<file path="config.mk">
export PLATFORM = sky130hd
export DESIGN_NAME = game_state_ctrl
export DESIGN_NICKNAME = d
export VERILOG_FILES = /design/src/rtl/game_state_ctrl.sv
export SDC_FILE = /design/constraint.sdc
export NUM_CORES = 1
export LEC_CHECK = 0
export CAP_MARGIN = 40
export CORE_AREA = 2 2 507 509
export CTS_BUF_LIST = sky130_fd_sc_hd__clkbuf_16
export CTS_CLUSTER_DIAMETER = 120
export DETAILED_ROUTE_END_ITERATION = 8
export DIE_AREA = 0 0 509 511
export MAX_ROUTING_LAYER = met4
export PLACE_DENSITY = 0.3
export SETUP_SLACK_MARGIN = 0.5
export SLEW_MARGIN = 20
export SYNTH_ARGS = -nofsm -noshare
export SYNTH_HDL_FRONTEND = slang
export SYNTH_SLANG_ARGS = --single-unit
</file>
<file path="constraint.sdc">
create_clock -name clk -period 4.25 [get_ports clk]
set_clock_uncertainty 0.2 [all_clocks]
set_input_delay 1.0625 -clock clk [delete_from_list [all_inputs] [get_ports clk]]
set_output_delay 1.0625 -clock clk [all_outputs]
set_load 0.02 [all_outputs]
</file>
<file path="src/rtl/game_state_ctrl.sv">
// Game-state controller and LED-matrix overlay for Snake: tracks PLAY/PAUSE/OVER/WIN
// and drives registered red/green planes, blinking the apple or end banner when not playing.
module game_state_ctrl #(
  parameter int ROWS         = 16,
  parameter int COLS         = 16,
  parameter int BLINK_CYCLES = 25000000
) (
  input  logic                       clk,
  input  logic                       reset,
  input  logic [ROWS-1:0][COLS-1:0]  lights,
  input  logic [ROWS-1:0][COLS-1:0]  apple,
  input  logic [ROWS-1:0][COLS-1:0]  banner,
  input  logic                       collision,
  input  logic                       pause_req,
  input  logic                       restart,
  output logic [ROWS-1:0][COLS-1:0]  red_out,
  output logic [ROWS-1:0][COLS-1:0]  green_out,
  output logic [1:0]                 state_out,
  output logic                       game_active
);

  localparam int CW = $clog2(BLINK_CYCLES);
  localparam logic [CW-1:0] CNT_LAST = CW'(BLINK_CYCLES - 1);

  typedef enum logic [1:0] {
    PLAY  = 2'd0,
    PAUSE = 2'd1,
    OVER  = 2'd2,
    WIN   = 2'd3
  } state_t;

  state_t                     state, state_nxt;
  logic [CW-1:0]              blink_cnt, blink_cnt_nxt;
  logic                       phase, phase_nxt;
  logic [ROWS-1:0][COLS-1:0]  red_nxt, green_nxt;

  always_ff @(posedge clk or negedge reset) begin
    if (!reset) begin
      state     <= PLAY;
      blink_cnt <= '0;
      phase     <= 1'b1;
      red_out   <= '0;
      green_out <= '0;
    end else begin
      state     <= state_nxt;
      blink_cnt <= blink_cnt_nxt;
      phase     <= phase_nxt;
      red_out   <= red_nxt;
      green_out <= green_nxt;
    end
  end

  always_comb begin
    state_nxt     = state;
    blink_cnt_nxt = blink_cnt;
    phase_nxt     = phase;
    red_nxt       = '0;
    green_nxt     = '0;

    if (restart) begin
      state_nxt = PLAY;
    end else begin
      case (state)
        PLAY: begin
          // Loss is checked before win so a simultaneous full board and collision ends in OVER.
          if (lights == '0 || collision) state_nxt = OVER;
          else if (lights == '1)         state_nxt = WIN;
          else if (pause_req)            state_nxt = PAUSE;
        end
        PAUSE:   if (pause_req) state_nxt = PLAY;
        default: state_nxt = state;
      endcase
    end

    // Every new state starts with a full visible half-period.
    if (state == PLAY || state_nxt != state) begin
      blink_cnt_nxt = '0;
      phase_nxt     = 1'b1;
    end else if (blink_cnt == CNT_LAST) begin
      blink_cnt_nxt = '0;
      phase_nxt     = ~phase;
    end else begin
      blink_cnt_nxt = blink_cnt + CW'(1);
    end

    case (state)
      PLAY: begin
        red_nxt   = apple;
        green_nxt = lights;
      end
      PAUSE: begin
        red_nxt   = phase ? apple : '0;
        green_nxt = lights;
      end
      OVER:    red_nxt   = phase ? banner : '0;
      default: green_nxt = phase ? banner : '0;
    endcase
  end

  assign state_out   = state;
  assign game_active = (state == PLAY);

endmodule

</file>
Word level (Yosys, flattened, before mapping)

Cells that the tools add are included.
W data, S select, Z words.

Word-level logic and storage cells: 62
Register bits: 540
Bits of input ports: 773

Reduce and logical (&&, ||, !) cells: 6
Equal/unequal tests: 5
Bitwise logic cells: 1
Mux-type cells: 14
$add $sub $neg: 1

Operators with widths:

| cell                     | count |
|---|---|
| $pmux W256 S3            | 1 |
| $mux W256                | 2 |
| $pmux W256 S2            | 1 |
| $eq A256 B256 Y1 const B | 1 |
| $logic_not A256 Y1       | 1 |
| $mux W25                 | 2 |
| $add A25 B1 Y25 const B  | 1 |
| $eq A25 B25 Y1 const B   | 1 |
| $mux W2                  | 5 |
| $pmux W2 S2              | 1 |
| $eq A2 B1 Y1 const B     | 1 |
| $eq A2 B2 Y1 const B     | 1 |
| $logic_not A2 Y1         | 1 |
| $logic_or A1 B1 Y1       | 2 |
| $mux W1                  | 2 |
| $ne A2 B2 Y1             | 1 |
| $reduce_bool A2 Y1       | 1 |
| $reduce_or A2 Y1         | 1 |
| $not A1 Y1               | 1 |

Logic depth before layout (Yosys ltp)

Gate-level depths: netlist of the first run.

Word-level depth: 8
Gate-level depth with buffers: 8
Mapped depth without buffers: 7

Least setup slack after synthesis of the first run

No wires, ideal clock.

Path type: reg-to-output
From: register state[0] (netlist: state_out[0])
To: output port game_active
Required time: 2.988 ns
Arrival time: 1.367 ns
Setup slack: 1.621 ns
Stages on the path, launching flop included: 5
Path through: dfrtp_1 clkbuf_1 clkbuf_1 clkbuf_1 nor2_1

Longest elaborated chain between the ends: 1

RTL lines:

| element                | line | source |
|---|---|---|
| from (decl)            | 32   | `state_t state, state_nxt;` |
| from (signal assigned) | 45   | `state <= state_nxt;` |
| $logic_not A2 Y1       | 101  | `assign game_active = (state == PLAY);` |
| to (decl)              | 19   | `output logic game_active` |

No other way between the ends.

Worst setup path in the final report of the first run

From: input port lights[215] (netlist bit)
To: register state[0] (netlist: state_out[0])

Longest elaborated chain between the ends: 5
Elaborated cells on any way between the ends: 7
Classes of those cells: eq/ne: 1; mux: 4; reduce/logical: 2

RTL lines:

| element                                                       | line   | source |
|---|---|---|
| from (decl)                                                   | 10     | `input logic [ROWS-1:0][COLS-1:0] lights,` |
| $eq A256 B256 Y1 / $logic_not A256 Y1 (equally long branches) | 67, 66 |  |
| $mux W2 / $logic_or A1 B1 Y1 (equally long branches)          | 67, 66 |  |
| $mux W2 *                                                     | 66     | `if (lights == '0 \|\| collision) state_nxt = OVER;` |
| $pmux W2 S2 *                                                 | 63     | `case (state)` |
| $mux W2 *                                                     | 60     | `if (restart) begin` |
| named net state_nxt[0]                                        | 32     |  |

The timed path passes the listed nets; every way through them passes the cells marked *.
A chain may end at the register's enable or synchronous reset.

==> qor.yml, run 1 <==
outcome: "completed"
vias: 24800
vias_per_cell: 3.62
ys.flop_type: "dfrtp_1"
grt.overflow.total: 0
yosys_warnings: 0
netlist_instances: 2027
ys_seq_area_share_pct: 60.5
drc: 0
grt_pass1_vias: 25700
min_period_ns: 3.71
fin_crit_sh_pct: 87.3
grt_max_degree: 118
ys_types: 35
maxSlewViolCount: 0
arrival_ns: 4.10
io_pins: 1288
finalSetupViolations: 0
die_y_um: 511
nets: 4146
place_hpwl_mm: 180
grt.total_usage_pct: 16.7
clk_pin_slew_worst_paths_ns: 0.06
p_per_area_mw_per_mm2: 406
p_leak_nw: 16.3
ys_top_cells_by_area: "dfrtp_1 60%, a22o_1 10%, a22oi_1 8.6%"
place_congestion: 0.903
avgRoutedWirePerCell_um: 32.0
hp-class: "in2async"
dr_wl_met3_mm: 21.9
portBuffers: 1287
cp_common_cell: "buf_4"
initial_core_util_pct: 8.75
wl_met2_mm: 99.6
slew_headroom_pct: 34.1
cp_cell_sequence: "clkdlybuf4s50_1, nand4_1, buf_4, nor4_1, buf_4, nand4_1, buf_4, nor4_1, o21ai_0, o41ai_1"
tightest_slew_ns: 0.988
clock-root-buffer: "clkbuf_16"
top_layer_used: "met4"
syn_to_final_growth_pct: 92.6
grt_pass1_wl_mm: 278
synth_enable_flop_cells: 0
fin_ws_ns: 0.540
postCtsSetupBuffers: 0
syn_avg_cell_area_um2: 11.0
cts.sinks: 540
clock.fmax_mhz: 270
async_flop_share_pct: 100
crit_fanout: 3
synth.most_common_cell: "dfrtp_1"
cpMaxStageDelayCell: "clkdlybuf4s50_1"
cts_tree: "done"
syn_area_mm2: 0.0223
synth_seq_cells: 540
yosys-top-cells-count: "539 x dfrtp_1, 268 x nand2_1, 262 x o21ai_0"
cts_buffers: 82
synth_area_leader_cell: "dfrtp_1"
drv_cap: 0
critPathRequiredTime_ns: 4.64
die_width_um: 509
cp-end-kind: "flip-flop"
preCtsSetupSlack_ns: -0.284
final_hold_viol_count: 0
ant_nets: 0
wl_met1_mm: 93.2
cp-start-kind: "input port"
syn_nets: 2801
wirelength_mm: 220
drt_iter0_markers: 1730
synth_top_area_share_pct: 60.4
clk-insertion-delay-late_ns: 0.71
clock_path_buffers: 3
worst_path_largest_cell_delay_ns: 0.67
vdd_ir_drop_max_uv: 280
drtPass1Iterations: 6
path_class: "in2reg"
fp-row-count: 186
htreeDepth: 3
antenna_found_initial: 78
rsz0062_at_grt: "no"
core_mm2: 0.255
postLayoutCoreUtil_pct: 16.9
drive_above_1_share_pct: 8.32
die_area_mm2: 0.260
## cells in the final DEF, fill, tap and decap left out, types with 2 or more instances in the layout
cell type and instances:
buf_12 23, xor2_1 13, dfrtp_1 538, xnor2_1 8, a21oi_1 6, clkinv_1 20
nand3_1 7, and4_1 4, clkbuf_16 82, and3_1 3, diode_2 40, clkinvlp_4 4
inv_1 17, clkinv_16 4, nor2_1 27, nand2b_1 2, clkinv_2 20, or3_1 4
o21ai_0 262, a22oi_1 255, nand4_1 88, buf_2 2, clkdlybuf4s50_1 1285, nor4_2 6
a22o_1 255, buf_4 121, clkinv_8 2, buf_8 3, nor4_1 81, nand2_1 268
bufinv_16 5, clkinv_4 3
## routing by layer
layer,track usage (%),up-vias
met1,20.2,12700
met2,26.0,1405
met5,-,-
met4,3.70,0
li1,-,10500
met3,6.63,206
## power breakdown
part	total (W)	internal [W]	switching, W
clock	0.00690	0.00386	0.00305
combinational	0.00473	0.00197	0.00276
sequential	0.00585	0.00564	0.000208
## what timing repair did
item,in CTS,in global routing
resized for setup,1,0
endpoints found under the setup margin,1,0
hold buffers,0,0
## registers in the layout (all words and copies together), names as in the netlist
signal	count
blink_cnt	25
green_out	256
phase	1
red_out	256
state_out	2
## stage by stage
stage / power, W / instances / hold slack (ns) / setup TNS, ns / instance area, µm²
5_1_grt: 0.0183 / 6851 / 0.142 / 0 / 43000
3_3_place_gp: 0.0108 / 6666 / 0.276 / -0.641 / 40200
4_1_cts: 0.0179 / 6820 / 0.122 / 0 / 42900
3_5_place_dp: 0.0107 / 6669 / 0.293 / -0.557 / 40200
6_report: 0.0175 / 6863 / 0.147 / 0 / 43000
2_1_floorplan: 0.00731 / 2027 / 0.255 / 0 / 22300
## cells by family after synthesis
kind of cell | synth area share [%]
AOI/OAI and AO/OA | 24.7
and+or+nand+nor | 10.8
xor gates and xnor gates | 0.824
buffers and inverters | 3.11
adders and majority gates | 0.0560
DFF | 60.5
## critical path, delay by kind of cell
kind | cells | cell delay (ns)
buf+inv | 4 | 1.32
compound gates | 2 | 0.42
simple gates | 4 | 1.29
## layout make-up
cell class                 instances  area, µm²
clock buffer                      82       2050
clock inverter                    69        592
tap                             3384       4230
sequential                       540      13500
timing repair buffer            1437      14300
fill                           28300     212000
inverter                           8       37.5
antenna                           40        100
multi-input combinational       1303       8180
## final timing paths
kind	slack, ns	to	startpoint	cells after the start
max	0.54	state_out[0]	lights[215]	10
min	0.15	green_out[159]	reset	1
max reg2reg	1.13	red_out[133]	state_out[1]	4
min reg2reg	0.30	blink_cnt[0]	blink_cnt[0]	1
max in group asynchronous	2.58	green_out[83]	reset	2
min in group clk	0.30	blink_cnt[0]	blink_cnt[0]	1
(Power assumes the default switching activity.)
==> run 2, diff against run 1 <==
- ABC_AREA: unset -> 1
- CORE_AREA: 2 2 507 509 -> 2 2 505 507
- CTS_CLUSTER_DIAMETER: 120 -> unset
- DIE_AREA: 0 0 509 511 -> 0 0 507 509
==> qor.yml, run 2 <==
outcome: "completed"  # unchanged
power_frac_seq_pct: 33.5  # about the same
p_comb_share_pct: 27.5  # was 27.0%
antenna_found_initial: 95  # was 78
synth_area_leader_cell: "dfrtp_1"  # unchanged
syn_avg_cell_area_um2: 7.85  # was 11.0 µm²
finalSetupViolations: 0  # unchanged
ant_nets: 0  # unchanged
internal_power_w: 0.0114  # was 0.0115 W
syn_to_final_growth_pct: 81.1  # was 92.6%
fin_ws_ns: 0.687  # was 0.540 ns
crit_fanout: 20  # was 3
min_period_ns: 3.56  # was 3.71 ns
power_w: 0.0174  # was 0.0175 W
p_leak_nw: 20.1  # was 16.3 nW
ys_top_cells_by_area: "dfrtp_1 55%, nand2_1 11%, inv_1 8.7%"  # was dfrtp_1 60%, a22o_1 10%, a22oi_1 8.6%
nets: 5198  # was 4146
synth_enable_flop_cells: 0  # unchanged
die_y_um: 509  # was 511 µm
hp-class: "in2async"  # unchanged
cp-end-kind: "primary output"  # was flip-flop
die_width_um: 507  # was 509 µm
htreeDepth: 3  # unchanged
cts.sinks: 540  # unchanged
p_per_area_mw_per_mm2: 390  # was 406 mW/mm²
cp-start-kind: "flip-flop"  # was input port
avgRoutedWirePerCell_um: 28.2  # was 32.0 µm
slew_headroom_pct: 32.8  # was 34.1%
grt.total_usage_pct: 17.2  # was 16.7%
top_regs: "green_out x256, red_out x256, blink_cnt x25"  # unchanged
layout_common_cells: "1282 x clkdlybuf4s50_1, 713 x nand2_1, 589 x inv_1"  # was 1285 x clkdlybuf4s50_1, 538 x dfrtp_1, 268 x nand2_1
tightest_slew_ns: 1.01  # was 0.988 ns
fin_crit_sh_pct: 83.8  # was 87.3%
p_switching_w: 0.00601  # about the same
maxSlewViolCount: 0  # unchanged
final_hold_viol_count: 0  # unchanged
synth_top_area_share_pct: 54.7  # was 60.4%
layout_commonest_cell: "clkdlybuf4s50_1"  # unchanged
vdd_ir_drop_max_uv: 248  # was 280 µV
ys_seq_area_share_pct: 54.8  # was 60.5%
syn_area_mm2: 0.0247  # was 0.0223 mm²
preCtsSetupSlack_ns: 0.0712  # was -0.284 ns
io_pins: 1288  # unchanged
crit_buf_inv: 2  # was 4
clk_pin_slew_worst_paths_ns: 0.06  # about the same
grt_pass1_wl_mm: 288  # was 278 mm
drt_iter0_markers: 1600  # was 1730
grt_max_degree: 132  # was 118
synth_seq_cells: 540  # unchanged
crit_family: "buffers and inverters"  # unchanged
grt_pass1_vias: 28800  # was 25700
core_mm2: 0.253  # was 0.255 mm²
clock_path_buffers: 3  # unchanged
grt.overflow.total: 0  # unchanged
vias: 27000  # was 24800
fp-row-count: 185  # was 186
cts_buffers: 82  # unchanged
synth.most_common_cell: "nand2_1"  # was dfrtp_1
drv_cap: 0  # unchanged
drive_above_1_share_pct: 5.17  # was 8.32%
yosys-top-cells-count: "714 x nand2_1, 571 x inv_1, 539 x dfrtp_1"  # was 539 x dfrtp_1, 268 x nand2_1, 262 x o21ai_0
ys_types: 34  # was 35
cp_cell_sequence: "buf_8, clkdlybuf4s50_1"  # was clkdlybuf4s50_1, nand4_1, buf_4, nor4_1, buf_4, nand4_1, buf_4, nor4_1, o21ai_0, o41ai_1
portBuffers: 1287  # unchanged
async_flop_share_pct: 100  # unchanged
wirelength_mm: 223  # was 220 mm
netlist_instances: 3139  # was 2027
r2r_setup_slack_ns: 1.03  # was 1.13 ns
vias_per_cell: 3.42  # was 3.62
clock.fmax_mhz: 281  # was 270 MHz
clock-root-buffer: "clkbuf_16"  # unchanged
clk-insertion-delay-late_ns: 0.70  # was 0.71 ns
arrival_ns: 2.30  # was 4.10 ns
die_area_mm2: 0.258  # was 0.260 mm²
initial_core_util_pct: 9.75  # was 8.75%
yosys_warnings: 0  # unchanged
syn_nets: 3913  # was 2801
place_hpwl_mm: 183  # was 180 mm
worst_path_largest_cell_delay_ns: 0.70  # was 0.67 ns
drc: 0  # unchanged
ys.flop_type: "dfrtp_1"  # unchanged
critPathRequiredTime_ns: 2.99  # was 4.64 ns
cts_tree: "done"  # unchanged
drtPass1Iterations: 5  # was 6
cpMaxStageDelayCell: "clkdlybuf4s50_1"  # unchanged
switching_share_pct: 34.5  # was 34.4%
place_congestion: 0.933  # was 0.903
rsz0062_at_grt: "no"  # unchanged
clkPwrFrac_pct: 39.0  # was 39.5%
path_class: "reg2out"  # was in2reg
postLayoutCoreUtil_pct: 17.7  # was 16.9%
## run 2: what timing repair did
action,CTS,global route
setup buffers,0,3
setup endpoints to repair,2,1
gates resized for setup,3,0
hold buffers,0,0
## run 2: per-layer routing
| metal | wire length [µm] | part of all wire (%) | track usage [%] |
|---|---|---|---|
| met1 | 99000 | 44 | 21.7 |
| met2 | 102000 | 46 | 27.1 |
| met3 | 18400 | 8.3 | 5.72 |
| met4 | 3320 | 1.5 | 2.60 |
| met5 | 0 | 0 | - |
## run 2: final timing paths
kind	cells after the start	from	to
setup / recovery	2	state_out[1]	state_out[1]
hold / removal	1	reset	green_out[205]
setup reg to reg	6	state_out[1]	red_out[12]
hold reg to reg	1	blink_cnt[0]	blink_cnt[0]
max in group asynchronous	2	reset	green_out[216]
min in group clk	1	blink_cnt[0]	blink_cnt[0]
## run 2: cell type report
type / count / area (µm²)
multi-input cells: 1849 / 8270
clock buffers: 83 / 2080
well taps: 3366 / 4210
repair buffers: 1372 / 13800
flip-flops and latches: 540 / 13500
inverters: 579 / 2190
diodes: 52 / 130
clock inverters: 62 / 465
fillers: 28700 / 208000
## run 2: cells by family after synthesis
family | Yosys count | share of synthesized area (%)
compound gates | 528 | 12.2
buf+inv | 750 | 11.7
flops | 540 | 54.8
fa+ha+maj | 1 | 0.0507
xor+xnor | 14 | 0.497
simple gates | 1306 | 20.7
## run 2: through the flow
step,setup TNS [ns],std cells,cell area (µm²),hold slack [ns]
after global placement,-0.0142,7701,41900,0.255
after CTS,0,7847,44500,0.146
after floorplan,0,3139,24700,0.232
after global routing,0,7895,44600,0.147
after detailed placement,0,7702,41900,0.267
final,0,7903,44700,0.175
## run 2: power by group through the flow
stage,clock [W],sequential (W),combinational [W]
6_report,0.00678,0.00584,0.00478
5_1_grt,0.00726,0.00588,0.00510
4_1_cts,0.00710,0.00585,0.00489
3_5_place_dp,0,0.00594,0.00487
3_3_place_gp,0,0.00593,0.00490
2_1_floorplan,0,0.00652,0.000982
